File: src/rtl/clk_sched_pkg.sv
// Shared types and helpers for the divided-clock scheduler.
// Channel FSM states, the pending config request and ratio clamping.
package clk_sched_pkg;

    localparam int DIV_W_MAX = 16;
    localparam int CH_W_MAX  = 8;
    localparam int DIV_MIN   = 1;

    typedef enum logic {
        CH_IDLE = 1'b0,
        CH_RUN  = 1'b1
    } ch_state_e;

    typedef struct packed {
        logic [CH_W_MAX-1:0]  ch;
        logic [DIV_W_MAX-1:0] div;
        logic                 en;
    } cfg_req_t;

    // A ratio of zero has no meaning; treat it as the fastest legal ratio.
    function automatic logic [DIV_W_MAX-1:0] div_clamp(
        input logic [DIV_W_MAX-1:0] d
    );
        return (d == '0) ? DIV_W_MAX'(DIV_MIN) : d;
    endfunction

endpackage

File: src/rtl/clk_div_chan.sv
// One divided-clock channel: idle/run FSM, period counter,
// registered div_clk and tick, config applied only on period boundaries.
module clk_div_chan
    import clk_sched_pkg::*;
#(
    parameter int DIV_W = 16
) (
    input  logic             clk,
    input  logic             rst,
    input  logic             i_apply_v,
    input  logic [DIV_W-1:0] i_apply_div,
    input  logic             i_apply_en,
    output logic             o_applied,
    output logic             o_active,
    output logic             o_tick,
    output logic             o_div_clk
);

    ch_state_e        r_state;
    ch_state_e        w_state_nxt;
    logic [DIV_W-1:0] r_count;
    logic [DIV_W-1:0] w_count_nxt;
    logic [DIV_W-1:0] r_div;
    logic [DIV_W-1:0] w_div_nxt;
    logic [DIV_W-1:0] w_half_nxt;
    logic             r_div_clk;
    logic             w_div_clk_nxt;
    logic             w_tick;
    logic             w_applied;

    // Last cycle of a period, decoded from registered state only.
    assign w_tick = (r_state == CH_RUN) &&
                    (r_count == r_div - DIV_W'(1));

    // Next state: count through the period, take config at boundaries.
    always_comb begin
        w_state_nxt = r_state;
        w_count_nxt = r_count;
        w_div_nxt   = r_div;
        w_applied   = 1'b0;
        unique case (r_state)
            CH_IDLE: begin
                w_count_nxt = '0;
                if (i_apply_v) begin
                    w_applied = 1'b1;
                    if (i_apply_en) begin
                        w_state_nxt = CH_RUN;
                        w_div_nxt   = i_apply_div;
                    end
                end
            end
            CH_RUN: begin
                if (w_tick) begin
                    w_count_nxt = '0;
                    if (i_apply_v) begin
                        w_applied = 1'b1;
                        if (i_apply_en) begin
                            w_div_nxt = i_apply_div;
                        end else begin
                            w_state_nxt = CH_IDLE;
                        end
                    end
                end else begin
                    w_count_nxt = r_count + DIV_W'(1);
                end
            end
            default: begin
                w_state_nxt = CH_IDLE;
            end
        endcase
    end

    // High half is ceil(div/2) without overflowing at the max ratio.
    assign w_half_nxt = DIV_W'(w_div_nxt[DIV_W-1:1]) +
                        DIV_W'(w_div_nxt[0]);

    assign w_div_clk_nxt = (w_state_nxt == CH_RUN) &&
                           (w_count_nxt < w_half_nxt);

    // Channel state, counter, ratio and divided clock registers.
    always_ff @(posedge clk or posedge rst) begin
        if (rst) begin
            r_state   <= CH_IDLE;
            r_count   <= '0;
            r_div     <= DIV_W'(DIV_MIN);
            r_div_clk <= 1'b0;
        end else begin
            r_state   <= w_state_nxt;
            r_count   <= w_count_nxt;
            r_div     <= w_div_nxt;
            r_div_clk <= w_div_clk_nxt;
        end
    end

    assign o_applied = w_applied;
    assign o_active  = (r_state == CH_RUN);
    assign o_tick    = w_tick;
    assign o_div_clk = r_div_clk;

endmodule

File: src/rtl/clk_div_sched.sv
// Multi-channel clock-enable scheduler: one pending config slot
// shared by NUM_CH independent divided-clock channels.
module clk_div_sched
    import clk_sched_pkg::*;
#(
    parameter  int NUM_CH = 4,
    parameter  int DIV_W  = 16,
    localparam int CH_W   = (NUM_CH > 1) ? $clog2(NUM_CH) : 1
) (
    input  logic              clk,
    input  logic              rst,
    input  logic              cfg_valid,
    output logic              cfg_ready,
    input  logic [CH_W-1:0]   cfg_ch,
    input  logic [DIV_W-1:0]  cfg_div,
    input  logic              cfg_en,
    output logic              cfg_err,
    output logic [NUM_CH-1:0] active,
    output logic [NUM_CH-1:0] tick,
    output logic [NUM_CH-1:0] div_clk
);

    cfg_req_t          r_pend;
    logic              r_pend_v;
    logic              r_err;
    logic              w_accept;
    logic              w_bad;
    logic [NUM_CH-1:0] w_hit;
    logic [NUM_CH-1:0] w_applied;

    assign cfg_ready = !r_pend_v;
    assign cfg_err   = r_err;
    assign w_accept  = cfg_valid && cfg_ready;
    assign w_bad     = {1'b0, cfg_ch} >= (CH_W + 1)'(NUM_CH);

    // Pending slot: filled on accept, freed when its channel applies it.
    always_ff @(posedge clk or posedge rst) begin
        if (rst) begin
            r_pend_v <= 1'b0;
            r_pend   <= '0;
            r_err    <= 1'b0;
        end else begin
            r_err <= w_accept && w_bad;
            if (w_accept && !w_bad) begin
                r_pend_v <= 1'b1;
                r_pend   <= '{ch:  CH_W_MAX'(cfg_ch),
                              div: div_clamp(DIV_W_MAX'(cfg_div)),
                              en:  cfg_en};
            end else if (|w_applied) begin
                r_pend_v <= 1'b0;
            end
        end
    end

    for (genvar i = 0; i < NUM_CH; i++) begin : g_ch
        assign w_hit[i] = r_pend_v && (r_pend.ch == CH_W_MAX'(i));

        clk_div_chan #(
            .DIV_W(DIV_W)
        ) u_chan (
            .clk        (clk),
            .rst        (rst),
            .i_apply_v  (w_hit[i]),
            .i_apply_div(r_pend.div[DIV_W-1:0]),
            .i_apply_en (r_pend.en),
            .o_applied  (w_applied[i]),
            .o_active   (active[i]),
            .o_tick     (tick[i]),
            .o_div_clk  (div_clk[i])
        );
    end

endmodule

File: config.mk
export PLATFORM = sky130hd
export DESIGN_NAME = clk_div_sched
export DESIGN_NICKNAME = d
export VERILOG_FILES = /design/src/rtl/clk_sched_pkg.sv /design/src/rtl/clk_div_chan.sv /design/src/rtl/clk_div_sched.sv
export SDC_FILE = /design/constraint.sdc
export NUM_CORES = 1
export LEC_CHECK = 0
export CAP_MARGIN = 20
export CORE_UTILIZATION = 34
export DETAILED_ROUTE_END_ITERATION = 12
export PLACE_DENSITY_LB_ADDON = 0.3
export SLEW_MARGIN = 5
export SYNTH_ARGS = -nofsm -noshare
export SYNTH_HDL_FRONTEND = slang
export SYNTH_SLANG_ARGS = --single-unit
File: constraint.sdc
create_clock -name clk -period 8.67 [get_ports clk]
set_input_delay 1.734 -clock clk [delete_from_list [all_inputs] [get_ports clk]]
set_output_delay 1.734 -clock clk [all_outputs]
set_load 0.02 [all_outputs]
-- Yosys cells after proc, flatten, opt, wreduce, memory -nomap -nowiden
Index checks and enable logic that the tools add are counted.
- register bits: 156
- bits of input ports: 22
- output and inout bits: 14
- logic and storage cells: 121
- add/sub/neg operators: 12
- order comparisons: 4
- equality and inequality tests: 7
- muxes and demuxes: 56
- bitwise gates (word level): 4
- reduce and logical (&&, ||, !) cells: 18
- operators by type and width (operator ; count):
    $mux 16 ; 17
    $pmux 16 s2 ; 8
    $add 15x1->16 ; 4
    $add 16x1->16 const B ; 4
    $eq 16x16->1 ; 4
    $lt 16x16->1 ; 4
    $sub 16x1->16 const B ; 4
    $mux 1 ; 23
    $logic_not 16->1 ; 1
    $pmux 1 s2 ; 8
    $logic_and 1x1->1 ; 13
    $logic_not 8->1 ; 1
    $eq 2x2->1 const B ; 2
    $not 1->1 ; 4
    $reduce_or 4->1 ; 1
    $eq 2x1->1 const B ; 1
    $reduce_bool 2->1 ; 1
    $logic_not 1->1 ; 1

-- Depth between registers and ports, before layout
Gate-level depths: netlist (run 1).
- depth in word-level cells: 8
- gate-level depth with buffers: 32
- gate-level depth less buffers: 28

-- By module
From an unflattened synthesis (run 1), not the netlist that was laid out.
- cells, all modules: 1467
- area, all modules: 13375.3 um^2
- by module, submodules not included (module ; instances ; cells each ; area an instance (um^2) ; sequential area each (um^2)):
    clk_div_chan (g_ch[0].u_chan ...) ; 3 ; 357 ; 3155.5 ; 852.1
    clk_div_chan (g_ch[3].u_chan) ; 1 ; 336 ; 3004.1 ; 852.1
    clk_div_sched ; 1 ; 60 ; 904.6 ; 500.5

-- Least setup slack after synthesis (run 1)
Ideal clock, no wire load.
- path type: register to register
- start: register g_ch[3].u_chan.r_div[1]
- end: register g_ch[3].u_chan.r_div_clk
- library setup time: 0.082 ns
- arrival: 6.109 ns
- required time: 8.588 ns
- path slack: 2.479 ns
- cell stages (with the launch flop): 33
- buffers on the path: 6
- period minus slack after synthesis: 6.191 ns
- cell sequence: dfrtp_1 inv_1 ha_1 or4b_1 clkbuf_2 or4_1 and3_1 or3_1 o21ai_2 o31ai_4 nor2b_4 buf_6 buf_8 buf_6 buf_2 o21ai_0 ha_1 clkbuf_1 inv_1 nor4_1 nand3_1 mux2i_1 o2bb2ai_1 ha_1 a21o_1 a21o_1 a21o_1 a21o_1 a21oi_1 nor2b_1 o21ai_0 nand3_1 a31oi_1
- word-level cells in the longest chain between the ends: 8
- elaborated cells between the ends (all ways): 14
- those cells by class: 2 x add/sub; 1 x order compare; 1 x eq/ne; 8 x mux; 2 x reduce/logical
- RTL lines (what ; line ; text):
    start: declaration ; clk_div_chan.sv:23 ; logic [DIV_W-1:0] r_div;
    start signal: assignment ; clk_div_chan.sv:85 ; r_div <= DIV_W'(DIV_MIN);
    start signal: assignment ; clk_div_chan.sv:90 ; r_div <= w_div_nxt;
    $sub 16x1->16 ; clk_div_chan.sv:33 ; (r_count == r_div - DIV_W'(1));
    $eq 16x16->1 ; clk_div_chan.sv:33 ;
    $logic_and 1x1->1 ; clk_div_chan.sv:32 ; assign w_tick = (r_state == CH_RUN) &&
    $mux 16 ; clk_div_chan.sv:53 ; if (w_tick) begin
    $pmux 16 s2 ; clk_div_chan.sv:41 ; unique case (r_state)
    net g_ch[3].u_chan.w_div_nxt[0] ; clk_div_chan.sv:24 ; logic [DIV_W-1:0] w_div_nxt;
    $add 15x1->16 ; clk_div_chan.sv:74 ; assign w_half_nxt = DIV_W'(w_div_nxt[DIV_W-1:1]) +
    $lt 16x16->1 ; clk_div_chan.sv:78 ; (w_count_nxt < w_half_nxt);
    $logic_and 1x1->1 ; clk_div_chan.sv:77 ; assign w_div_clk_nxt = (w_state_nxt == CH_RUN) &&
    net g_ch[3].u_chan.w_div_clk_nxt ; clk_div_chan.sv:27 ; logic w_div_clk_nxt;
    end signal: assignment ; clk_div_chan.sv:91 ; r_div_clk <= w_div_clk_nxt;
    end: declaration ; clk_div_chan.sv:26 ; logic r_div_clk;
The timed path passes the listed nets, and every way through them passes these cells.
A chain may end at the register's enable or synchronous reset.

-- Worst setup path after layout (run 1)
- start: register g_ch[1].u_chan.r_div[5]
- end: register g_ch[1].u_chan.r_div_clk
- word-level cells in the longest chain between the ends: 8
- elaborated cells between the ends (all ways): 14
- those cells by class: 2 x add/sub; 1 x order compare; 1 x eq/ne; 8 x mux; 2 x reduce/logical
- RTL lines (what ; line):
    start: declaration ; clk_div_chan.sv:23
    start signal: assignment ; clk_div_chan.sv:85
    start signal: assignment ; clk_div_chan.sv:90
    $sub 16x1->16 ; clk_div_chan.sv:33
    $eq 16x16->1 ; clk_div_chan.sv:33
    $logic_and 1x1->1 ; clk_div_chan.sv:32
    $mux 16 ; clk_div_chan.sv:53
    $pmux 16 s2 ; clk_div_chan.sv:41
    net g_ch[1].u_chan.w_div_nxt[0] ; clk_div_chan.sv:24
    $add 15x1->16 ; clk_div_chan.sv:74
    $lt 16x16->1 ; clk_div_chan.sv:78
    $logic_and 1x1->1 ; clk_div_chan.sv:77
    net g_ch[1].u_chan.w_div_clk_nxt ; clk_div_chan.sv:27
    end signal: assignment ; clk_div_chan.sv:91
    end: declaration ; clk_div_chan.sv:26
The timed path passes the listed nets, and every way through them passes these cells.

==> flow_metrics.tcl, run 1 <==
set metrics [dict create \
    status "completed" \
    finalSetupTns_ns 0 \
    route.detailed.drc 0 \
    path_class "register to register" \
    grt_use_total_pct 19.61 \
    drt_pass1_iterations 5 \
    cts.path.max_buffers 2 \
    yosysSeqAreaShare_pct 31.49 \
    finalClockSkew_ns 0.01232 \
    intPower_mw 2.385 \
    worst_pin_slew_ns 0.9994 \
    nets 1489 \
    diodes 0 \
    comb_power_share_pct 46.8 \
    setup_violations 0 \
    row_count 69 \
    drv_slew 0 \
    pwr-share-clk_pct 17.5 \
    ios 36 \
    hp-start "g_ch[2].u_chan.r_count[0]" \
    drive_gt1_share_pct 9.473 \
    p_per_area_nw_per_um2 332.5 \
    syn_inst 1424 \
    rsz0062_at_grt "no" \
    grt_pass1_wl_mm 56.67 \
    ys.flop_type "dfrtp_1" \
    ir_worst_vdd_mv 0.1915 \
    power.net_switching_mw 2.111 \
    wl_per_cell_um 18.77 \
    portBuffers 34 \
    layout_common_cells "152 x dfrtp_1, 140 x nor2_1, 125 x nand2_1" \
    coreArea_sq_um 35740 \
    cts_hold_buf 0 \
    place_area_sq_um 12910 \
    grt-ovfl-total 0 \
    cts-root-buf "clkbuf_16" \
    floorplan.initialDensity_pct 34.73 \
    viasPerCell 5.500 \
    holdWs_ns 0.5809 \
    grt_max_degree 91 \
    hold_viol 0 \
    seqPwrFrac_pct 35.7 \
    first_global_vias 10050 \
    cp_max_fo 26 \
    synth.avg_cell_area_sq_um 8.717 \
    hp-class "register to register" \
    syn-cell-area_sq_um 12410 \
    synth-seq-cells 156 \
    fin_crit_sh_pct 77.31 \
    die_h_um 193.1 \
    die_w_um 193.1 \
    critPathRequiredTime_ns 8.99 \
    power_leakage_nw 5.847 \
    async_flop_share_pct 100.0 \
    cts_buffers 17 \
    drv_cap 0 \
    die-area_sq_um 37280 \
    area_growth_syn_to_layout_pct 8.910 \
    wl_mm 35.01 \
    drtAntennaViolNets 0 \
    r2r-start "g_ch[1].u_chan.r_div[5]" \
    synth-edff-count 0 \
    antenna_found_initial 1 \
    cts_setup_buffers 0 \
    ctsResizeCount 0 \
    synth_cell_type_count 73 \
    clk_pin_slew_ns 0.07 \
    period_minus_slack_ns 6.703 \
    critPathLaunchType "register" \
    synth_warnings 0 \
    crit_arrival_ns 7.02 \
    final_common_cell "dfrtp_1" \
    swShare_pct 46.95 \
    slew_headroom_pct 33.07 \
    fmax_ghz 0.1492 \
    gp_congestion 0.8692 \
    num_vias 10260 \
    cts_tree "built" \
    critPathLaunch "g_ch[1].u_chan.r_div[5]" \
    htreeDepth 4 \
    drt_iter0_drc 872 \
    finalInstanceArea_sq_um 13520 \
    worstSetupEndpointType "register" \
    finalPower_mw 4.496 \
    clock_sinks 156 \
    insertion_delay_ns 0.43 \
    synth_fp_nets 1522 \
    place.detailed.hpwl_mm 26.37 \
]
logic make-up (layout without fill, tap and decap cells):
logic type / after synthesis / after routing / share of synthesized area [%]
DFF: 156 / 156 / 31.49
adders and majority gates: 76 / 76 / 7.661
xor gates and xnor gates: 185 / 185 / 13.05
buffers and inverters: 130 / 110 / 5.080
and+or+nand+nor: 586 / 586 / 23.70
AOI/OAI and AO/OA: 196 / 196 / 10.29
other: 1 / 1 / 0.03021
muxes: 94 / 94 / 8.699
per-layer routing:
layer  vias to the layer above  part of all wire [%]  track usage [%]
met1                      4997                    48            27.90
met5                         -                     0                0
li1                       4974                     -                -
met4                         0                   1.7            5.559
met3                        34                   4.4            2.244
met2                       253                    45            31.18
cell usage after synthesis (16+ instances only):
master | count | area share [%]
a21o_1 | 27 | 1.6
a21oi_1 | 37 | 1.5
and3_1 | 48 | 2.4
buf_4 | 16 | 0.97
clkbuf_1 | 51 | 1.5
dfrtp_1 | 152 | 31
ha_1 | 76 | 7.7
inv_1 | 36 | 1.1
mux2_2 | 55 | 5.0
mux2i_1 | 25 | 2.0
nand2_1 | 125 | 3.8
nand3_1 | 91 | 3.7
nand4_1 | 30 | 1.5
nor2_1 | 140 | 4.2
nor3_1 | 38 | 1.5
nor4_1 | 20 | 1.0
o21ai_0 | 58 | 2.3
xnor2_1 | 100 | 7.1
xor2_1 | 85 | 6.0
power by group through the flow:
stage / logic, mW / clock network [mW] / registers, mW
2_1_floorplan: 1.86 / 0 / 1.18
3_3_place_gp: 2.06 / 0 / 1.60
3_5_place_dp: 2.09 / 0 / 1.60
4_1_cts: 2.11 / 0.803 / 1.59
5_1_grt: 2.35 / 0.835 / 1.65
6_report: 2.10 / 0.788 / 1.60
state kept, by name (all words and copies together), names as in the netlist:
signal,count
r_pend_v,1
g_ch.u_chan.o_active,4
g_ch.u_chan.r_div,64
g_ch.u_chan.o_div_clk,4
r_pend,19
g_ch.u_chan.r_count,64
worst paths after layout:
path | to | slack (ns) | depth (start not counted)
max in group asynchronous | g_ch[1].u_chan.r_count[12] | 5.40 | 3
setup / recovery | g_ch[1].u_chan.o_div_clk | 1.97 | 23
hold / removal | g_ch[2].u_chan.r_count[0] | 0.58 | 1
hold reg to reg | g_ch[2].u_chan.r_count[0] | 0.58 | 1
min in group asynchronous | g_ch[0].u_chan.r_count[2] | 1.83 | 2
setup reg to reg | g_ch[1].u_chan.o_div_clk | 1.97 | 23
through the flow:
step                cells  utilization [%]  setup slack, ns
finish               1865            37.82            1.967
global route         1865            37.82            1.189
CTS                  1865            37.82            1.994
detailed placement   1833            36.13            2.036
global placement     1833            36.13            2.092
floorplan            1424                -            2.479
critical path, cell delays in order (launching register included):
cell	delay, ns
dfrtp_1	0.45
or4_1	0.61
nor4_1	0.65
nand3_1	0.18
xnor2_1	0.21
nor4_1	0.38
a21bo_1	0.76
and2_1	0.30
nand2_1	0.06
o21ai_0	0.14
ha_1	0.44
ha_1	0.51
and3_1	0.29
nand2_1	0.07
a21oi_1	0.13
a31oi_1	0.09
xor2_1	0.19
ha_1	0.30
nand4_1	0.16
nor3_1	0.27
o21ai_0	0.12
nand2_1	0.07
nor4_1	0.04
and3_1	0.18
cell type report:
cell class                 count  area [sq um]
sequential                   156          3909
multi-input combinational   1138          7888
tap                          461         576.8
clock inverter                13         152.6
clock buffer                  19         452.9
fill                        3592         22220
inverter                      36         140.1
timing repair buffer          42         400.4
No activity file was read; power rests on OpenSTA's default activity.
==> run 2, diff against run 1 <==
- clock period: 8.67 -> 6.8 ns (I/O delays scaled with it)
==> flow_metrics.tcl, run 2 (synthesis results as in run 1) <==
set metrics [dict create \
    fmax_ghz 0.1646 \
    critPathRequiredTime_ns 7.18 \
    worst_pin_slew_ns 1.030 \
    portBuffers 34 \
    diodes 0 \
    multi_input_area_sq_um 7888 \
    ios 36 \
    crit_arrival_ns 6.45 \
    worst-path-buf-inv 1 \
    status "completed" \
    stdcell_count 1873 \
    cts-root-buf "clkbuf_16" \
    die_h_um 193.1 \
    regArea_sq_um 3909 \
    reg_top3 "g_ch.u_chan.r_count: 64 flops, g_ch.u_chan.r_div: 64 flops, r_pend: 19 flops" \
    coreArea_sq_um 35740 \
    drtAntennaViolNets 0 \
    die_w_um 193.1 \
    p_per_area_nw_per_um2 420.8 \
    hold_path_depth 1 \
    hp-class "register to register" \
    cts_tree "built" \
    clk_pin_slew_ns 0.07 \
    grt_pass1_wl_mm 56.90 \
    ctsResizeCount 0 \
    dpl.cell_count 1840 \
    grt-ovfl-total 0 \
    ir_worst_vdd_mv 0.2168 \
    drv_cap 0 \
    grt_use_total_pct 19.90 \
    nets 1497 \
    wl_per_cell_um 18.99 \
    cts_buffers 17 \
    cp_top_family "simple AND/OR/NAND/NOR gates" \
    path_class "register to register" \
    cts.path.max_buffers 2 \
    period_minus_slack_ns 6.075 \
    layout_common_cells "152 x dfrtp_1, 140 x nor2_1, 125 x nand2_1" \
    crit_slowest_cell "or4b_1" \
    insertion_delay_ns 0.45 \
    area_growth_syn_to_layout_pct 9.374 \
    cp_num_cells 27 \
    hold_viol 0 \
    drt_pass1_iterations 6 \
    grt_max_degree 78 \
    finalClockSkew_ns 0.009361 \
    max_stage_delay_ns 0.57 \
    finalSetupTns_ns 0 \
    num_vias 10330 \
    cts_hold_buf 0 \
    clock_sinks 156 \
    slew_headroom_pct 31.01 \
    die-area_sq_um 37280 \
    place.detailed.hpwl_mm 26.68 \
    reg2reg_depth 27 \
    cts_setup_buffers 0 \
    row_count 69 \
    critPathLaunchType "register" \
    htreeDepth 4 \
    setup_violations 0 \
    rsz0062_at_grt "no" \
    route.detailed.drc 0 \
    wl_mm 35.57 \
    drive_gt1_share_pct 9.986 \
    drt_iter0_drc 787 \
    cp_max_fo 10 \
    drv_slew 0 \
    worstSetupEndpointType "register" \
    nFillCells 3661 \
    power_leakage_nw 5.885 \
    first_global_vias 9983 \
    final_common_cell "dfrtp_1" \
    gp_congestion 0.8986 \
    fin_crit_sh_pct 89.34 \
    floorplan.initialDensity_pct 34.73 \
    viasPerCell 5.513 \
    antenna_found_initial 0 \
]
[run 2: per-stage QoR]
| stage | total power [mW] | cell area, sq um | setup slack, ns | hold slack (ns) | utilization [%] |
|---|---|---|---|---|---|
| floorplan | 3.879 | 12410 | 0.6086 | 0.4950 | - |
| global placement | 4.669 | 12970 | 0.8434 | 0.5697 | 36.28 |
| detailed placement | 4.719 | 12970 | 0.7893 | 0.5681 | 36.28 |
| CTS | 5.715 | 13550 | 0.7492 | 0.5805 | 37.91 |
| global route | 6.150 | 13580 | 0.1446 | 0.5944 | 37.99 |
| finish | 5.714 | 13580 | 0.7250 | 0.5815 | 37.99 |
[run 2: worst paths after layout]
check | slack, ns | end | from
min reg2reg | 0.58 | g_ch[0].u_chan.r_count[0] | g_ch[0].u_chan.r_count[0]
max reg2reg | 0.73 | g_ch[3].u_chan.o_div_clk | g_ch[3].u_chan.r_div[1]
max in group asynchronous | 4.51 | g_ch[3].u_chan.r_div[0] | rst
min in group asynchronous | 1.28 | g_ch[0].u_chan.r_count[0] | rst
max | 0.73 | g_ch[3].u_chan.o_div_clk | g_ch[3].u_chan.r_div[1]
min | 0.58 | g_ch[0].u_chan.r_count[0] | g_ch[0].u_chan.r_count[0]
[run 2: layer usage]
layer	GRT usage (%)	vias to the layer above	wire length, um
met5	0	-	0
li1	-	4974	-
met3	2.317	48	1477
met4	6.520	0	789
met2	31.06	241	15980
met1	28.44	5063	17320
[run 2: power by group]
| group | leakage [nW] | total, mW | internal (mW) | switching, mW |
|---|---|---|---|---|
| combinational | 3.62 | 2.72 | 1.24 | 1.48 |
| clock | 0.290 | 0.975 | 0.518 | 0.457 |
| sequential | 1.98 | 2.02 | 1.25 | 0.772 |
[run 2: cell type report]
class | count | area share, %
clock inverters | 15 | 1.161
flip-flops and latches | 156 | 28.79
repair buffers | 50 | 3.539
inverters | 36 | 1.032
clock buffers | 17 | 3.133
well taps | 461 | 4.248
multi-input cells | 1138 | 58.10
